File: src/rtl/wb_unit.sv
// Write-back stage: latches the ME->WB bus, commits GPR/CSR writes, raises
// exception/ertn flushes and keeps the retired-instruction counter.
module wb_unit #(
    parameter int ME_to_WB_Bus_Size = 125,
    parameter int ECODE_W           = 6
) (
    input  logic                         clk,
    input  logic                         reset,
    input  logic                         ME_to_WB_Valid,
    input  logic [ME_to_WB_Bus_Size-1:0] ME_to_WB_Bus,
    output logic                         WB_Allow_in,
    output logic                         rf_we,
    output logic [4:0]                   rf_waddr,
    output logic [31:0]                  rf_wdata,
    output logic [4:0]                   WB_dest,
    output logic [31:0]                  WB_Forward_Res,
    output logic                         WB_to_ID_Sys_op,
    output logic                         csr_we,
    output logic [13:0]                  csr_num,
    output logic [31:0]                  csr_wvalue,
    output logic                         excp_flush,
    output logic                         ertn_flush,
    output logic [ECODE_W-1:0]           wb_ecode,
    output logic [31:0]                  wb_pc,
    output logic [63:0]                  instret,
    output logic [31:0]                  debug_wb_pc,
    output logic [3:0]                   debug_wb_rf_we,
    output logic [4:0]                   debug_wb_rf_wnum,
    output logic [31:0]                  debug_wb_rf_wdata
);

    typedef enum logic {RUN = 1'b0, KILL = 1'b1} state_t;

    state_t              state_reg, state_next;
    logic                wb_valid_reg, wb_valid_next;
    logic                load;
    logic                wb_ready_go;
    logic                flush;

    logic                excp_en_reg;
    logic [ECODE_W-1:0]  excp_num_reg;
    logic [13:0]         csr_num_reg;
    logic                csr_we_reg;
    logic [31:0]         csr_wvalue_reg;
    logic                inst_ertn_reg;
    logic [31:0]         pc_reg;
    logic                gr_we_reg;
    logic [4:0]          dest_reg;
    logic [31:0]         result_reg;
    logic [63:0]         instret_reg;

    assign wb_ready_go = 1'b1;
    assign WB_Allow_in = !wb_valid_reg || wb_ready_go;
    assign flush       = wb_valid_reg & (excp_en_reg | inst_ertn_reg);

    // A committing flush spends one KILL cycle so the younger instruction
    // presented alongside it is dropped and the flush pulse stays one cycle.
    always_comb begin
        state_next    = state_reg;
        wb_valid_next = wb_valid_reg;
        load          = 1'b0;
        case (state_reg)
            RUN: begin
                if (flush) begin
                    state_next    = KILL;
                    wb_valid_next = 1'b0;
                end else begin
                    wb_valid_next = ME_to_WB_Valid;
                    load          = ME_to_WB_Valid && WB_Allow_in;
                end
            end
            KILL: begin
                state_next    = RUN;
                wb_valid_next = 1'b0;
            end
            default: begin
                state_next    = RUN;
                wb_valid_next = 1'b0;
            end
        endcase
    end

    always_ff @(posedge clk or negedge reset) begin
        if (!reset) begin
            state_reg    <= RUN;
            wb_valid_reg <= 1'b0;
        end else begin
            state_reg    <= state_next;
            wb_valid_reg <= wb_valid_next;
        end
    end

    always_ff @(posedge clk or negedge reset) begin
        if (!reset) begin
            excp_en_reg    <= 1'b0;
            excp_num_reg   <= '0;
            csr_num_reg    <= '0;
            csr_we_reg     <= 1'b0;
            csr_wvalue_reg <= '0;
            inst_ertn_reg  <= 1'b0;
            pc_reg         <= '0;
            gr_we_reg      <= 1'b0;
            dest_reg       <= '0;
            result_reg     <= '0;
        end else if (load) begin
            excp_en_reg    <= ME_to_WB_Bus[124];
            excp_num_reg   <= ME_to_WB_Bus[123:118];
            csr_num_reg    <= ME_to_WB_Bus[117:104];
            csr_we_reg     <= ME_to_WB_Bus[103];
            csr_wvalue_reg <= ME_to_WB_Bus[102:71];
            inst_ertn_reg  <= ME_to_WB_Bus[70];
            pc_reg         <= ME_to_WB_Bus[69:38];
            gr_we_reg      <= ME_to_WB_Bus[37];
            dest_reg       <= ME_to_WB_Bus[36:32];
            result_reg     <= ME_to_WB_Bus[31:0];
        end
    end

    // ertn retires; an excepting instruction does not.
    always_ff @(posedge clk or negedge reset) begin
        if (!reset) begin
            instret_reg <= '0;
        end else if (wb_valid_reg && !excp_en_reg) begin
            instret_reg <= instret_reg + 64'd1;
        end
    end

    assign rf_we             = wb_valid_reg & gr_we_reg & ~flush;
    assign rf_waddr          = dest_reg;
    assign rf_wdata          = result_reg;
    assign csr_we            = wb_valid_reg & csr_we_reg & ~excp_en_reg;
    assign csr_num           = csr_num_reg;
    assign csr_wvalue        = csr_wvalue_reg;
    assign excp_flush        = wb_valid_reg & excp_en_reg;
    assign ertn_flush        = wb_valid_reg & inst_ertn_reg & ~excp_en_reg;
    assign wb_ecode          = excp_flush ? excp_num_reg : '0;
    assign wb_pc             = pc_reg;
    assign WB_dest           = dest_reg & {5{wb_valid_reg & gr_we_reg}};
    assign WB_Forward_Res    = result_reg & {32{gr_we_reg}};
    assign WB_to_ID_Sys_op   = flush;
    assign instret           = instret_reg;
    assign debug_wb_pc       = pc_reg & {32{wb_valid_reg}};
    assign debug_wb_rf_we    = {4{rf_we}};
    assign debug_wb_rf_wnum  = dest_reg;
    assign debug_wb_rf_wdata = rf_wdata;

endmodule

File: config.mk
export PLATFORM = sky130hd
export DESIGN_NAME = wb_unit
export DESIGN_NICKNAME = d
export VERILOG_FILES = /design/src/rtl/wb_unit.sv
export SDC_FILE = /design/constraint.sdc
export NUM_CORES = 1
export LEC_CHECK = 0
export ABC_CLOCK_PERIOD_IN_PS = 1890
export BUFFER_PORTS_ARGS = -buffer_cell sky130_fd_sc_hd__buf_4
export CORE_AREA = 2 2 168 170
export DETAILED_ROUTE_END_ITERATION = 10
export DIE_AREA = 0 0 170 172
export GPL_TIMING_DRIVEN = 0
export HOLD_SLACK_MARGIN = 0.02
export PLACE_DENSITY = 0.55
export SYNTH_ARGS = -nofsm -noshare
export SYNTH_HDL_FRONTEND = slang
export SYNTH_SLANG_ARGS = --single-unit
File: constraint.sdc
create_clock -name clk -period 1.89 [get_ports clk]
set_input_delay 0.2835 -clock clk [delete_from_list [all_inputs] [get_ports clk]]
set_output_delay 0.2835 -clock clk [all_outputs]
set_load 0.05 [all_outputs]
# --- Word level (Yosys, flattened, before mapping) ---
# Index checks and enable logic that the tools add are counted.
# Widths: inputs -> output; s select.
totals:
  reg_bits: 191
  word_cells: 37
  in_bits: 128
  out_inout_bits: 301
classes:
  muxes: 6
  n_reduce_logical: 2
  bitwise_logic: 15
  add_sub_neg: 1
op_table:
  columns: ["op", "n"]
  rows:
  - ["$add 64x1->64 const B", 1]
  - ["$and 32x32->32", 2]
  - ["$and 1x1->1", 8]
  - ["$mux 6", 1]
  - ["$and 5x5->5", 1]
  - ["$pmux 1 s2", 2]
  - ["$mux 1", 3]
  - ["$not 1->1", 3]
  - ["$logic_and 1x1->1", 1]
  - ["$logic_not 1->1", 1]
  - ["$or 1x1->1", 1]

# --- Depth between registers and ports, before layout ---
depth:
  ltp_word: 4
  depth_mapped: 8
  ltp_nobuf: 6

# --- Worst setup path before layout ---
# Ideal clock, no wire load.
synth_timing:
  kind: "reg2out"
  start: "register wb_valid_reg"
  end: "output debug_wb_rf_we[0]"
  n_path_buf: 3
  arrival_time_ns: 2.489
  path_stages_with_launch: 6
  slack_ns: -0.883
  required_ns: 1.607
  cell_sequence: "dfrtp_1 -> clkbuf_1 -> clkbuf_1 -> nand2_1 -> nor3_1 -> buf_4"
synth_between:
  elab_chain_cells: 3
  elab_cells_between_ends: 4
  cone_classes: "bitwise (4)"
synth_rtl:
  columns: ["element", "line", "text"]
  rows:
  - ["start, declared", "35", "logic wb_valid_reg, wb_valid_next;"]
  - ["start signal, assigned", "89", "wb_valid_reg <= wb_valid_next;"]
  - ["$and 1x1->1", "54", "assign flush = wb_valid_reg & (excp_en_reg | inst_ertn_reg);"]
  - ["$not 1->1", "128", "assign rf_we = wb_valid_reg & gr_we_reg & ~flush;"]
  - ["$and 1x1->1 *", "128", null]
  - ["end, declared", "27", "output logic [3:0] debug_wb_rf_we,"]
# Mark *: on every way between the ends. The rest lies on a longest branch, timed or not.

# --- Worst setup path after layout ---
layout_timing:
  start: "register wb_valid_reg"
  end: "output debug_wb_rf_we[2]"
# The elaborated chain is that of the path after synthesis.

==> out/metrics.cfg <==
[yosys]
synthArstFlopShare_pct=100
synthCells=962
syn_avg_cell_area_um2=9.05
yosysUniqueCellTypes=34
syn-cell-area_um2=8700
synth-seq-cells=191
synth.most_common_cell=nand2_1
seq_area_frac_synth_pct=54.9
synth_commonest_cells=409 x nand2_1, 191 x dfrtp_1, 68 x and2_1
synth-edff-count=0
syn_nets=1091
synthFlopType=dfrtp_1
synth_top_cell_by_area=dfrtp_1
synth_top_area_share_pct=54.9
yosys_warnings=0
synth_area_leaders=dfrtp_1 55%, nand2_1 18%, and2_1 4.9%, xor2_1 4.1%, buf_4 3.7%

[power_and_ir_drop]
peakVddDrop_v=0.00132
powerDensity_nw_per_um2=1890
power.total_w=0.0265
power.leakage_nw=7.69

[detailed_routing]
drc=0
post_drt_via_cell_ratio=4.51
ant_nets=0
drt_wl_total_mm=31.7
wl_per_cell_um=17.4
vias=8198
drt_first_pass_iters=5
drtIter0Drc=410

[finish]
fill_cells=2574
antennaDiodeCount=0
area_growth_pct=61.4
layout-drive-gt1-share_pct=45.3
fin_nets=1590
final_cell_area_um2=14000
largest_reg_flops=64

[setup_path]
cp-end-kind=primary output
crit_path_max_fanout=5
cp_slowest_cell=dfrtp_2
path_common_cell=buf_8
start_kind=flip-flop
cpPeakStageDelay_ns=0.40
path_cells=buf_8 > clkbuf_16 > nand2_4 > nor3_4 > buf_12 > buf_6 > buf_8
worstPathRequired_ns=1.61
arrival_ns=1.65
path_class=flip-flop to primary output

[timing]
fmax_mhz=516
rsz0062_at_grt=true
setup_viol=4
worst_slew_pin_slew_ns=0.678
max_slew_margin_pct=54.8
fin_ws_ns=-0.0474
timing.final.crit_period_ns=1.94
fin_crit_sh_pct=103
fin_hold_ws_ns=0.0396
skew_ns=0.0181
maxSlewViolCount=0
hold_viol_final=0

[placed_design]
numPortBuffers=427
place.gp.congestion=0.826
dpl_cell_area_um2=12500
dp_hpwl_mm=23.5
pre_cts_slack_ns=-0.685

[clock_tree]
cts.reportedPaths.clkPinSlew_ns=0.08
cts-htree-levels=4
clock-sinks=191
clock_latency_ns=0.43
cts_buffers=17
clockBufferDepth=2
cts_tree=done
root_buffer=clkbuf_16

[run]
maxCapViolations=0

[floorplanning]
die_area_um2=29200
ioPinCount=429
start_util_pct=31.7
design.core.area_um2=27500
std_cell_rows=61
die_w_um=170
die_h_um=172

[global_routing]
grtUsageTotal_pct=21.2
grt_pass1_wl_mm=47.3
grt_max_degree=109
overflow=0
grt_pass1_vias=8202
antenna_found_initial=0

[run_status]
status=finished with violations
violations=setup timing

[hold_path]
min_path_type=input pin to flip-flop

layout by cell type, fill, tap and decap left out, types with 5 or more instances in the layout:
cell / instances
buf_2: 5
xor2_1: 41
buf_6: 24
nand4_1: 16
nor2_1: 16
buf_8: 11
dfrtp_1: 150
inv_1: 7
nor2_4: 5
dlygate4sd3_1: 23
nor4_4: 7
and3_1: 13
clkinv_4: 6
nor3_4: 6
buf_4: 473
nor3_1: 14
and2_1: 63
clkbuf_4: 7
nor4_2: 7
clkbuf_16: 18
nand2_1: 406
xnor2_1: 21
clkbuf_2: 13
nor3_2: 8
and2_4: 5
dfrtp_2: 41
nand3_1: 21
final timing paths:
check | startpoint | end | slack [ns] | cells past startpoint
worst max-delay path | wb_valid_reg | debug_wb_rf_we[2] | -0.05 | 7
worst min-delay path | ME_to_WB_Bus[48] | wb_pc[10] | 0.04 | 3
worst max register to register | wb_valid_reg | csr_wvalue[6] | 0.07 | 8
worst min register to register | state_reg | state_reg | 0.41 | 1
max in group asynchronous | reset | csr_num[12] | 0.43 | 3
min in group asynchronous | reset | instret[59] | 0.43 | 2
cell type report:
class | instances | area, um2 | area share (%)
multi-input combinational | 681 | 3730 | 26.6
clock inverter | 13 | 125 | 0.891
timing repair buffer | 484 | 3870 | 27.5
sequential | 191 | 4830 | 34.4
inverter | 8 | 35.0 | 0.250
tap | 346 | 433 | 3.08
buffer | 78 | 592 | 4.21
clock buffer | 18 | 429 | 3.06
worst max-delay path, delay by kind of cell, from the launching register on:
kind,cells,cell delay [ns]
simple gates,2,0.20
flops,1,0.40
buf+inv,5,0.64
through the flow:
step                      instances  TNS [ns]  util, %
after global placement         1735   -224.01     45.2
after CTS                      1793    -0.637     49.5
final                          1819    -0.182     51.1
after detailed placement       1736    -56.46     45.3
after floorplan                 962   -0.0585        -
after global routing           1819     -2.85     51.1
repair_timing:
action                                 CTS  global route
pin swaps                                8            15
buffers inserted                         9            23
hold buffers                            18             5
endpoints found under the hold margin  100             5
gates resized for setup                100            74
setup endpoints to repair              221           192
gates cloned                             1             0
metal layers:
metal	part of all wire [%]	global-route usage, %	vias to the layer above
li1	-	-	3990
met1	42	26.3	3910
met2	50	36.7	279
met3	7.8	6.71	19
met4	1.0	3.75	0
met5	0	0	-
cell families (layout without fill, tap and decap cells):
family / after synthesis / after routing / synth area share (%)
simple gates: 615 / 615 / 32.8
flops: 191 / 191 / 54.9
buf+inv: 90 / 601 / 5.75
xor+xnor: 62 / 62 / 6.24
compound gates: 2 / 2 / 0.115
fa+ha+maj: 1 / 1 / 0.144
other cells: 1 / 1 / 0.0431
where the power goes:
part | total, W | internal, W | switching, W | leakage [nW]
combinational | 0.0163 | 0.00498 | 0.0113 | 5.03
sequential | 0.00676 | 0.00547 | 0.00129 | 2.38
clock | 0.00349 | 0.00174 | 0.00175 | 0.274
total | 0.0265 | 0.0122 | 0.0143 | 7.69
(Power assumes the default switching activity.)
